## src/rtl/regfile_read_arbiter.sv

```systemverilog
// Round-robin arbiter sharing one register-file read port (external Mux32to1) among N_REQ requesters.
// Optional per-requester saturating grant counters are built when RDARB_GRANT_CNT_EN is defined.
module regfile_read_arbiter #(
    parameter int N_REQ = 4,
    parameter int AW    = 5,
    parameter int DW    = 32
) (
    input  logic                  clk,
    input  logic                  rst,
    input  logic [N_REQ-1:0]      req,
    input  logic [N_REQ*AW-1:0]   addr,
    output logic [AW-1:0]         mux_sel,
    input  logic [DW-1:0]         mux_out,
    output logic [N_REQ-1:0]      ack,
    output logic [DW-1:0]         rdata,
    output logic                  busy
`ifdef RDARB_GRANT_CNT_EN
    ,
    output logic [N_REQ*16-1:0]   grant_cnt
`endif
);

    localparam int GW = (N_REQ > 1) ? $clog2(N_REQ) : 1;

    typedef enum logic {
        IDLE,
        SEL
    } state_t;

    state_t           r_state;
    logic [GW-1:0]    r_gnt;
    logic [GW-1:0]    r_rr_ptr;
    logic [AW-1:0]    r_mux_sel;
    logic [N_REQ-1:0] r_ack;
    logic [DW-1:0]    r_rdata;

    logic [N_REQ-1:0] w_eligible;
    logic             w_found;
    logic [GW-1:0]    w_g;
    logic [GW-1:0]    w_idx;
    logic [AW-1:0]    w_addr [N_REQ];

    always_comb begin
        for (int i = 0; i < N_REQ; i++) begin
            w_addr[i] = addr[i*AW +: AW];
        end
    end

    // The requester being acked this cycle is masked so it cannot win twice in a row.
    assign w_eligible = req & ~r_ack;

    // NOTE: every always_comb output gets a default before the loop, otherwise a latch is inferred.
    always_comb begin
        w_found = 1'b0;
        w_g     = r_rr_ptr;
        w_idx   = r_rr_ptr;
        for (int k = 1; k <= N_REQ; k++) begin
            w_idx = GW'((int'(r_rr_ptr) + k) % N_REQ);
            if (!w_found && w_eligible[w_idx]) begin
                w_found = 1'b1;
                w_g     = w_idx;
            end
        end
    end

    // NOTE: sequential state uses non-blocking assignments so every flop samples pre-edge values.
    always_ff @(posedge clk or posedge rst) begin
        if (rst) begin
            r_state   <= IDLE;
            r_gnt     <= '0;
            r_rr_ptr  <= GW'(N_REQ - 1);
            r_mux_sel <= '0;
            r_ack     <= '0;
            r_rdata   <= '0;
        end else begin
            case (r_state)
                IDLE: begin
                    r_ack <= '0;
                    if (w_found) begin
                        r_mux_sel <= w_addr[w_g];
                        r_gnt     <= w_g;
                        r_rr_ptr  <= w_g;
                        r_state   <= SEL;
                    end
                end
                SEL: begin
                    // Grant is committed: the read completes even if req has dropped.
                    r_rdata <= mux_out;
                    r_ack   <= N_REQ'(1) << r_gnt;
                    r_state <= IDLE;
                end
                default: r_state <= IDLE;
            endcase
        end
    end

    assign mux_sel = r_mux_sel;
    assign ack     = r_ack;
    assign rdata   = r_rdata;
    assign busy    = (r_state == SEL);

`ifdef RDARB_GRANT_CNT_EN
    logic [15:0] r_grant_cnt [N_REQ];

    always_ff @(posedge clk or posedge rst) begin
        if (rst) begin
            for (int i = 0; i < N_REQ; i++) begin
                r_grant_cnt[i] <= '0;
            end
        end else if (r_state == IDLE && w_found && r_grant_cnt[w_g] != 16'hFFFF) begin
            r_grant_cnt[w_g] <= r_grant_cnt[w_g] + 16'd1;
        end
    end

    always_comb begin
        for (int i = 0; i < N_REQ; i++) begin
            grant_cnt[i*16 +: 16] = r_grant_cnt[i];
        end
    end
`endif

endmodule

```

## config.mk

```make
export PLATFORM = sky130hd
export DESIGN_NAME = regfile_read_arbiter
export DESIGN_NICKNAME = d
export VERILOG_FILES = /design/src/rtl/regfile_read_arbiter.sv
export SDC_FILE = /design/constraint.sdc
export NUM_CORES = 1
export LEC_CHECK = 0
export CAP_MARGIN = 20
export CORE_MARGIN = 5
export CORE_UTILIZATION = 43
export CTS_CLUSTER_DIAMETER = 100
export DETAILED_ROUTE_END_ITERATION = 7
export PLACE_DENSITY = 0.95
export SLEW_MARGIN = 20
export SYNTH_ARGS = -nofsm -noshare
export SYNTH_HDL_FRONTEND = slang
export SYNTH_SLANG_ARGS = --single-unit
```

## constraint.sdc

```tcl
create_clock -name clk -period 2.7 [get_ports clk]
set_input_delay 0.405 -clock clk [delete_from_list [all_inputs] [get_ports clk]]
set_output_delay 0.405 -clock clk [all_outputs]
set_load 0.02 [all_outputs]
```

==> Word level (Yosys, flattened, before mapping) <==
Index checks and enable logic that the tools add are counted.
{ "word_totals": {"reg_bits": 46, "out_inout_bits": 42, "word_cells": 49, "inputBits": 58} }
{ "op_classes": {"shift": 1, "n_addsub": 4, "n_lt_le_gt_ge": 5, "muxes": 22, "n_bitwise": 4, "reduce_logical": 7} }
{ "op_table": {"columns": ["cell", "n"], "rows": [
  ["2-bit by 3-bit < comparator with 1-bit output (second input constant)", 4],
  ["5-bit binary-select mux with 2-bit select", 1],
  ["5-bit two-way mux", 2],
  ["1-bit two-way mux", 9],
  ["1-bit binary-select mux with 2-bit select", 4],
  ["2-bit two-way mux", 4],
  ["4-bit one-hot mux with 2 select lines", 1],
  ["2-bit by 1-bit adder with 2-bit output (second input constant)", 2],
  ["2-bit adder (second input constant)", 2],
  ["4-bit bitwise AND", 1],
  ["4-bit NOT", 1],
  ["1-bit by 2-bit left shift with 4-bit output (first input constant)", 1],
  ["3-bit >= comparator (second input constant)", 1],
  ["1-bit logical AND", 3],
  ["1-bit logical NOT", 3],
  ["2-bit NOT with 3-bit output", 1],
  ["1-bit one-hot mux with 2 select lines", 1],
  ["2-bit AND reduction", 1],
  ["1-bit NOT", 1]
]} }

==> Depth between registers and ports, before layout <==
Gate-level depths: netlist of the first run.
{ "depth": {"word_depth": 18, "depth_mapped": 6, "ltp_nobuf": 6} }

==> Least setup slack after synthesis of the first run <==
No wires, ideal clock.
{ "synth_timing": {"path_kind": "register to register", "from": "reg r_ack[1] (netlist: ack[1])", "to": "reg r_mux_sel[0] (netlist: mux_sel[0])", "arrival_ns": 1.412, "stages_incl_launch_ff": 7, "synth_period_minus_slack_ns": 1.543, "setup_time_ns": 0.131, "n_path_buf": 1, "required_time_ns": 2.569, "path_slack_ns": 1.157, "cell_sequence": "dfrtp_1 -> nor2b_4 -> a22oi_1 -> o211ai_2 -> buf_6 -> mux2i_1 -> o221ai_2"} }
{ "synth_via": {"elab_chain_len": 18, "word_cells_on_any_way": 29, "classes_between": "mux (19); bitwise (3); reduce/logical (7)"} }
{ "synth_lines": {"columns": ["item", "line_no", "rtl"], "rows": [
  ["start: declaration", "34", "logic [N_REQ-1:0] r_ack;"],
  ["start signal: assignment", "89", "r_ack <= N_REQ'(1) << r_gnt;"],
  ["4-bit NOT *", "50", "assign w_eligible = req & ~r_ack;"],
  ["4-bit bitwise AND *", "50", null],
  ["1-bit binary-select mux with 2-bit select", "59", "if (!w_found && w_eligible[w_idx]) begin"],
  ["1-bit two-way mux (not written as such)", "59", null],
  ["1-bit two-way mux", "59", null],
  ["1-bit logical NOT", "59", null],
  ["1-bit logical AND", "59", null],
  ["1-bit two-way mux", "59", null],
  ["1-bit logical NOT", "59", null],
  ["1-bit logical AND", "59", null],
  ["1-bit two-way mux", "59", null],
  ["1-bit logical NOT", "59", null],
  ["1-bit logical AND", "59", null],
  ["2-bit two-way mux", "59", null],
  ["2-bit NOT with 3-bit output (not written as such)", "80", "r_mux_sel <= w_addr[w_g];"],
  ["5-bit binary-select mux with 2-bit select", "80", null],
  ["5-bit two-way mux (not written as such) (2 in a row)", "80", null],
  ["end signal: assignment", "80", null],
  ["end: declaration", "33", "logic [AW-1:0] r_mux_sel;"]
]} }
Mark *: on every way between the ends. The rest lies on a longest branch, timed or not. The select of a mux whose other input is x is not followed.
A chain may end at the register's enable or synchronous reset.

==> Final worst setup path of the first run <==
{ "layout_timing": {"from": "in req[1]", "to": "reg r_mux_sel[3] (netlist: mux_sel[3])"} }
{ "layout_via": {"elab_chain_len": 17, "word_cells_on_any_way": 28, "classes_between": "mux (19); bitwise (2); reduce/logical (7)"} }
{ "layout_lines": {"columns": ["item", "line_no", "rtl"], "rows": [
  ["start: declaration", "10", "input logic [N_REQ-1:0] req,"],
  ["4-bit bitwise AND *", "50", null],
  ["1-bit binary-select mux with 2-bit select", "59", null],
  ["1-bit two-way mux (not written as such)", "59", null],
  ["1-bit two-way mux", "59", null],
  ["1-bit logical NOT", "59", null],
  ["1-bit logical AND", "59", null],
  ["1-bit two-way mux", "59", null],
  ["1-bit logical NOT", "59", null],
  ["1-bit logical AND", "59", null],
  ["1-bit two-way mux", "59", null],
  ["1-bit logical NOT", "59", null],
  ["1-bit logical AND", "59", null],
  ["2-bit two-way mux", "59", null],
  ["2-bit NOT with 3-bit output (not written as such)", "80", null],
  ["5-bit binary-select mux with 2-bit select", "80", null],
  ["5-bit two-way mux (not written as such) (2 in a row)", "80", null]
]} }
Marks and branches as above.

==> impl_metrics.env, run 1 <==
export IMPL_yosysWarnings=0
export IMPL_layout_commonest_cell="clkdlybuf4s50_1"
export IMPL_hpwl_mm=3.758
export IMPL_ys_seq_elements=46
export IMPL_vias=1488
export IMPL_crit_fanout=11
export IMPL_regArea_sq_mm=0.001154
export IMPL_async_flop_share_pct=100.0
export IMPL_grt_pass1_vias=1673
export IMPL_clk_latency_ns=0.29
export IMPL_numCtsBuffers=5
export IMPL_rsz0062_at_grt="false"
export IMPL_dieArea_sq_mm=0.006054
export IMPL_end_kind="flip-flop"
export IMPL_worstPathRequired_ns=2.85
export IMPL_setup_tns_final_ns=0
export IMPL_instances_no_fill=297
export IMPL_antenna_found_initial=0
export IMPL_layout_common_cells="clkdlybuf4s50_1, dfrtp_1, mux2_2, mux2i_1, nor2_1"
export IMPL_status="finished, final reports clean"
export IMPL_fill_cells=344
export IMPL_wl_per_cell_microns=16.49
export IMPL_min_period_ns=2.087
export IMPL_syn_num_nets=199
export IMPL_final_area_sq_mm=0.003098
export IMPL_criticalPathCategory="in -> reg"
export IMPL_multi_input_area_sq_um=775.7
export IMPL_initial_core_util_pct=44.78
export IMPL_utilization_pct=70.18
export IMPL_setup_viol_count_final=0
export IMPL_netlist_area_sq_mm=0.001977
export IMPL_critPathMaxStageDelay_ns=0.60
export IMPL_postCtsResizedCells=0
export IMPL_drtPass1Iterations=4
export IMPL_fp_dieW_microns=77.81
export IMPL_drive_gt1_share_pct=22.04
export IMPL_critical_path_arrival_ns=2.23
export IMPL_slowest_stage="o211ai_2"
export IMPL_io_pins=100
export IMPL_drcViolationCount=0
export IMPL_cts_buffer_depth=2
export IMPL_hold_viol=0
export IMPL_synth_cell_types=33
export IMPL_gp_congestion=0.8279
export IMPL_grt_pass1_wl_mm=7.907
export IMPL_synth_edf_count=0
export IMPL_peakVddDrop_v=0.0007506
export IMPL_crit_chain="clkdlybuf4s50_1 -> nor2b_4 -> a22oi_1 -> o211ai_2 -> mux2i_1 -> o221ai_1"
export IMPL_clock_skew_ns=0.008732
export IMPL_synth_avg_cell_area_sq_um=14.02
export IMPL_maxCapViolations=0
export IMPL_num_rows=24
export IMPL_die_y_microns=77.81
export IMPL_report_final_slew_viol_count=0
export IMPL_cts_hold_buf=0
export IMPL_p_leak_uw=0.001308
export IMPL_hold_path_class="reg -> reg"
export IMPL_detail_route_antenna_nets=0
export IMPL_cp_start_kind="primary input"
export IMPL_fmax_mhz=479.1
export IMPL_p_per_area_mw_per_mm2=1207
export IMPL_grtUsageTotal_pct=16.02
export IMPL_post_place_cells=289
export IMPL_post_cts_buffers=0
export IMPL_post_route_period_util_pct=77.30
export IMPL_synth_flop_cell="dfrtp_1"
export IMPL_yosysSeqAreaShare_pct=58.35
export IMPL_power_uw=3738
export IMPL_cts_tree="yes"
export IMPL_core_sq_mm=0.004414
export IMPL_syn2layout_area_growth_pct=56.71
export IMPL_grt_remaining_overflow=0
export IMPL_place_area_sq_mm=0.003012
export IMPL_grt_start_max_net_pins=47
export IMPL_io_buffers=99
export IMPL_slew_headroom_pct=50.65
export IMPL_worstMarginPinSlew_ns=0.7380
export IMPL_clock_sinks=46
export IMPL_drt_iter0_drc=49
export IMPL_nNetsFinal=302
export IMPL_wl_mm=4.897
export IMPL_clk_root_buffer_cell="clkbuf_8"
export IMPL_cts_reportedPaths_clkPinSlew_ns=0.08
export IMPL_diodes=0
export IMPL_via_per_inst=5.010
export IMPL_cts_max_level=2
export IMPL_syn_inst=141
[worst paths after layout]
check                                     startpoint                     end  slack, ns  cells past startpoint
worst min-delay path            r_gnt[0]$_DFFE_PP0P_        ack[2]$_DFF_PP0_       0.48                      1
max in group asynchronous                        rst    r_gnt[0]$_DFFE_PP0P_       1.71                      3
worst max register to register      ack[1]$_DFF_PP0_  mux_sel[3]$_DFFE_PP0P_       0.77                      5
worst max-delay path                          req[1]  mux_sel[3]$_DFFE_PP0P_       0.61                      6
min in group asynchronous                        rst   rdata[13]$_DFFE_PP0P_       0.59                      3
worst min register to register  r_gnt[0]$_DFFE_PP0P_        ack[2]$_DFF_PP0_       0.48                      1
[Yosys cell counts (2+ instances only)]
library cell  number  area [sq um]
mux2i_1           10         100.1
dfrtp_1           44          1101
nand2_1            6         22.52
o221ai_1           5         43.79
dfstp_2            2         52.55
inv_1              3         11.26
buf_1              2         7.510
nor2b_4            2         27.53
nor2b_1            2         12.51
a21o_2             2         17.52
mux2_2            32         360.4
o21ai_0            2         10.01
nor2_1             9         33.78
[metal layers]
layer | share of wire (%) | vias to the layer above | track usage (%) | routed length [microns]
met5 | 0 | - | 0 | 0
met4 | 0.51 | 0 | 4.639 | 25
met3 | 5.6 | 2 | 3.704 | 276
met2 | 55 | 51 | 29.22 | 2705
met1 | 39 | 729 | 18.54 | 1889
li1 | - | 706 | - | -
[sequential cells by signal, indices dropped and copies added (netlist names)]
| register | flops |
|---|---|
| r_gnt | 2 |
| rdata | 32 |
| mux_sel | 5 |
| r_rr_ptr | 2 |
| ack | 4 |
| busy | 1 |
[per-stage QoR]
stage,setup WS [ns],hold WS [ns]
2_1_floorplan,1.157,0.4502
3_3_place_gp,0.4552,0.4731
3_5_place_dp,0.3142,0.4746
4_1_cts,0.6015,0.4795
5_1_grt,0.5390,0.5108
6_report,0.6129,0.4816
[kinds of logic after synthesis]
logic type | after synthesis | synth area share [%]
flip-flops | 46 | 58.35
multiplexers | 42 | 23.29
AND/OR/NAND/NOR | 27 | 7.849
XOR/XNOR | 1 | 0.4431
buffers and inverters | 8 | 2.405
AO/OA/AOI/OAI | 17 | 7.658
[where the power goes]
group	total, uW	switching (uW)	internal (uW)
clock	409	226	183
sequential	1260	217	1050
combinational	2060	977	1090
total	3740	1420	2320
[worst max-delay path: cells and delay by family]
kind,cells,cell delay (ns)
buf+inv,1,0.46
mux,1,0.29
simple gates,1,0.19
compound gates,3,0.88
[area by class of cell]
class                           count  area share [%]
Sequential cell                    46           37.24
Multi-Input combinational cell     87           25.04
Clock inverter                      2          0.4443
Tap cell                           52           2.100
Timing Repair Buffer              101           32.47
Clock buffer                        6           2.342
Inverter                            3          0.3635
(Power assumes the default switching activity.)
==> run 2, diff against run 1 <==
CORE_UTILIZATION = 40   (was 43)
PLACE_DENSITY = 0.9   (was 0.95)
clock period = 2.1 ns   (was 2.7 ns; I/O delays follow)
==> impl_metrics.env, run 2 (same netlist as run 1, synthesis figures left out) <==
export IMPL_fmax_mhz=537.8
export IMPL_wl_per_cell_microns=15.70
export IMPL_antenna_found_initial=0
export IMPL_drive_gt1_share_pct=22.76
export IMPL_grt_start_max_net_pins=40
export IMPL_end_kind="flip-flop"
export IMPL_cts_reportedPaths_clkPinSlew_ns=0.08
export IMPL_setup_viol_count_final=0
export IMPL_die_y_microns=80.30
export IMPL_grtUsageTotal_pct=16.08
export IMPL_top_layer_used="met4"
export IMPL_postCtsResizedCells=0
export IMPL_layout_common_cells="clkdlybuf4s50_1, dfrtp_1, mux2_2, mux2i_1, nor2_1"
export IMPL_final_area_sq_mm=0.003171
export IMPL_cts_tree="yes"
export IMPL_initial_core_util_pct=41.58
export IMPL_report_final_slew_viol_count=0
export IMPL_diodes=0
export IMPL_cts_buffer_depth=2
export IMPL_io_pins=100
export IMPL_clk_latency_ns=0.29
export IMPL_crit_fanout=11
export IMPL_worstMarginPinSlew_ns=0.7265
export IMPL_numCtsBuffers=5
export IMPL_detail_route_antenna_nets=0
export IMPL_fp_dieW_microns=80.30
export IMPL_slew_headroom_pct=51.42
export IMPL_min_period_ns=1.859
export IMPL_drcViolationCount=0
export IMPL_post_route_period_util_pct=88.54
export IMPL_criticalPathCategory="in -> reg"
export IMPL_rsz0062_at_grt="false"
export IMPL_hold_path_class="in -> async"
export IMPL_clock_sinks=46
export IMPL_grt_remaining_overflow=0
export IMPL_hold_viol=0
export IMPL_via_per_inst=4.901
export IMPL_clk_root_buffer_cell="clkbuf_8"
export IMPL_num_rows=25
export IMPL_peakVddDrop_v=0.0007109
export IMPL_cts_max_level=2
export IMPL_worstPathRequired_ns=2.26
export IMPL_layout_commonest_cell="clkdlybuf4s50_1"
export IMPL_nNetsFinal=304
export IMPL_io_buffers=99
export IMPL_gp_congestion=0.8004
export IMPL_critical_path_arrival_ns=2.02
export IMPL_wl_mm=4.913
export IMPL_wirelength_met1_mm=1.881
export IMPL_drtPass1Iterations=4
export IMPL_cp_start_kind="primary input"
export IMPL_grt_pass1_wl_mm=7.879
export IMPL_p_per_area_mw_per_mm2=1558
export IMPL_status="finished, final reports clean"
export IMPL_syn2layout_area_growth_pct=60.38
export IMPL_hpwl_mm=3.799
export IMPL_maxCapViolations=0
export IMPL_core_sq_mm=0.004755
export IMPL_clock_skew_ns=0.006227
export IMPL_cts_hold_buf=0
export IMPL_post_cts_buffers=0
export IMPL_drt_iter0_drc=80
export IMPL_met2_length_mm=2.579
export IMPL_route_met3_wl_microns=371
export IMPL_vias=1534
export IMPL_largest_reg_flops=32
export IMPL_place_area_sq_mm=0.003058
export IMPL_grt_pass1_vias=1638
export IMPL_p_leak_uw=0.001334
export IMPL_dieArea_sq_mm=0.006448
export IMPL_utilization_pct=66.68
## run 2: path summary, 6_finish.rpt
kind / from / slack, ns / cells after the start / endpoint
max in group asynchronous: rst / 1.23 / 3 / rdata[1]$_DFFE_PP0P_
worst min register to register: r_gnt[0]$_DFFE_PP0P_ / 0.50 / 1 / ack[2]$_DFF_PP0_
worst max register to register: r_rr_ptr[1]$_DFFE_PP1P_ / 0.25 / 4 / mux_sel[1]$_DFFE_PP0P_
worst max-delay path: req[1] / 0.24 / 6 / mux_sel[1]$_DFFE_PP0P_
worst min-delay path: rst / 0.35 / 2 / rdata[17]$_DFFE_PP0P_
min in group clk: r_gnt[0]$_DFFE_PP0P_ / 0.50 / 1 / ack[2]$_DFF_PP0_
## run 2: worst max-delay path, cell delays in order
cell,delay (ns)
clkdlybuf4s50_1,0.46
nor2b_4,0.13
a22oi_1,0.09
o211ai_2,0.59
mux2i_1,0.27
o221ai_1,0.15
## run 2: final cells by class
class	instances	area, sq um
Tap cell	67	83.83
Sequential cell	46	1154
Fill cell	384	1584
Multi-Input combinational cell	87	775.7
Clock buffer	6	82.58
Inverter	3	11.26
Timing Repair Buffer	103	1033
Clock inverter	1	30.03
## run 2: power by group
part           total (uW)  leakage (uW)  switching (uW)  internal, uW
registers            1610      0.000544             266          1350
logic                2670      0.000733            1260          1410
clock network         658     0.0000573             277           381
## run 2: metal layers
metal | track usage, % | vias to the layer above
met2 | 27.07 | 53
met1 | 18.85 | 761
met5 | 0 | -
met4 | 5.574 | 0
li1 | - | 711
met3 | 5.830 | 9
## run 2: per-stage QoR
stage	cells	hold WS (ns)	total power, uW	setup TNS [ns]	worst slack, ns
CTS	313	0.3724	5003	0	0.2445
floorplan	141	0.4502	3195	0	0.5568
detailed placement	306	0.4838	4328	-0.2431	-0.07505
finish	313	0.3528	4938	0	0.2406
global route	313	0.3869	5254	0	0.1213
global placement	306	0.4751	4246	0	0.004567
==> run 3, diff against run 2 <==
CORE_UTILIZATION = 43   (was 40)
PLACE_DENSITY = 0.95   (was 0.9)
clock period = 2.3 ns   (was 2.1 ns; I/O delays follow)
==> impl_metrics.env, run 3 (same netlist as run 1, synthesis figures left out) <==
export IMPL_status="finished, final reports clean"
export IMPL_grt_start_max_net_pins=40
export IMPL_rsz0062_at_grt="false"
export IMPL_slew_headroom_pct=50.80
export IMPL_num_rows=24
export IMPL_p_switching_uw=1680
export IMPL_crit_chain="clkdlybuf4s50_1 -> nor2b_4 -> a22oi_1 -> o211ai_2 -> mux2i_1 -> o221ai_1"
export IMPL_setup_tns_final_ns=0
export IMPL_crit_fanout=11
export IMPL_cts_buffer_depth=2
export IMPL_vias=1518
export IMPL_detail_route_antenna_nets=0
export IMPL_layout_commonest_cell="clkdlybuf4s50_1"
export IMPL_maxCapViolations=0
export IMPL_diodes=0
export IMPL_initial_core_util_pct=44.78
export IMPL_p_comb_share_pct=53.9
export IMPL_syn2layout_area_growth_pct=58.29
export IMPL_swShare_pct=37.24
export IMPL_holdWs_ns=0.3848
export IMPL_clk_latency_ns=0.30
export IMPL_drcViolationCount=0
export IMPL_fmax_mhz=512.2
export IMPL_critical_path_arrival_ns=2.11
export IMPL_drt_iter0_drc=38
export IMPL_via_per_inst=5.094
export IMPL_worstPathRequired_ns=2.46
export IMPL_critPathMaxStageDelay_ns=0.60
export IMPL_clk_root_buffer_cell="clkbuf_8"
export IMPL_post_cts_buffers=0
export IMPL_fp_dieW_microns=77.81
export IMPL_internal_power_uw=2832
export IMPL_core_sq_mm=0.004414
export IMPL_p_per_area_mw_per_mm2=1442
export IMPL_cts_reportedPaths_clkPinSlew_ns=0.09
export IMPL_min_period_ns=1.952
export IMPL_seqPwrFrac_pct=32.8
export IMPL_clock_sinks=46
export IMPL_end_kind="flip-flop"
export IMPL_largest_reg_flops=32
export IMPL_postCtsResizedCells=0
export IMPL_criticalPathCategory="in -> reg"
export IMPL_dieArea_sq_mm=0.006054
export IMPL_drive_gt1_share_pct=22.36
export IMPL_cts_tree="yes"
export IMPL_antenna_found_initial=0
export IMPL_slowest_stage="o211ai_2"
export IMPL_power_frac_clock_pct=13.3
export IMPL_cp_start_kind="primary input"
export IMPL_io_pins=100
export IMPL_grt_remaining_overflow=0
export IMPL_multi_input_area_sq_um=775.7
export IMPL_layout_common_cells="clkdlybuf4s50_1, dfrtp_1, mux2_2, mux2i_1, nor2_1"
export IMPL_post_route_period_util_pct=84.88
export IMPL_worstMarginPinSlew_ns=0.7358
export IMPL_utilization_pct=70.89
export IMPL_io_buffers=99
export IMPL_hold_viol=0
export IMPL_gp_congestion=0.8188
export IMPL_grtUsageTotal_pct=16.60
export IMPL_p_leak_uw=0.001319
export IMPL_grt_pass1_wl_mm=7.997
export IMPL_setup_viol_count_final=0
export IMPL_grt_pass1_vias=1622
export IMPL_report_final_slew_viol_count=0
export IMPL_peakVddDrop_v=0.0007745
export IMPL_hpwl_mm=3.789
export IMPL_clock_skew_ns=0.009690
export IMPL_cts_hold_buf=0
export IMPL_drtPass1Iterations=5
export IMPL_fill_cells=327
export IMPL_die_y_microns=77.81
export IMPL_nNetsFinal=303
export IMPL_regArea_sq_mm=0.001154
export IMPL_hold_path_class="in -> async"
export IMPL_cts_max_level=2
export IMPL_wl_mm=4.958
export IMPL_wl_per_cell_microns=16.64
export IMPL_numCtsBuffers=5
## run 3: routing by layer
metal	part of all wire, %	global-route usage [%]	vias up	routed length [microns]
met1	38	18.89	753	1879
met3	6.9	4.282	7	341
met5	0	0	-	0
met2	54	29.38	49	2660
met4	1.6	6.701	0	77
li1	-	-	709	-
## run 3: power by group through the flow
stage / clock [uW] / combinational [uW] / sequential [uW]
final: 598 / 2430 / 1480
after detailed placement: 0 / 2450 / 1500
after global routing: 646 / 2590 / 1540
after floorplan: 0 / 993 / 1920
after global placement: 0 / 2390 / 1470
after CTS: 609 / 2460 / 1490
## run 3: critical path, delay by kind of cell
kind,cells,cell delay (ns)
buffers and inverters,1,0.45
AOI/OAI and AO/OA,3,0.86
muxes,1,0.26
and+or+nand+nor,1,0.19
## run 3: cell type report
type,instances,area share (%)
clock buffer,6,2.319
tap,52,2.079
multi-input combinational,87,24.79
timing repair buffer,102,32.39
inverter,3,0.3599
clock inverter,2,1.200
sequential,46,36.87
## run 3: metrics by stage
step	setup WS, ns	total power (uW)	cell area [sq um]	instances
after CTS	0.3648	4556	3129	298
final	0.3477	4512	3129	298
after detailed placement	0.03783	3949	3019	290
after global placement	0.1188	3863	3019	290
after floorplan	0.7568	2917	1977	141
after global routing	0.2604	4777	3129	298
## run 3: worst paths after layout
kind | start | end | slack, ns | cells after the start
setup / recovery | req[1] | mux_sel[3]$_DFFE_PP0P_ | 0.35 | 6
hold / removal | rst | rdata[17]$_DFFE_PP0P_ | 0.38 | 2
setup reg to reg | ack[1]$_DFF_PP0_ | mux_sel[3]$_DFFE_PP0P_ | 0.44 | 5
hold reg to reg | r_gnt[0]$_DFFE_PP0P_ | ack[2]$_DFF_PP0_ | 0.48 | 1
max in group asynchronous | rst | r_rr_ptr[1]$_DFFE_PP1P_ | 1.29 | 3
min in group clk | r_gnt[0]$_DFFE_PP0P_ | ack[2]$_DFF_PP0_ | 0.48 | 1
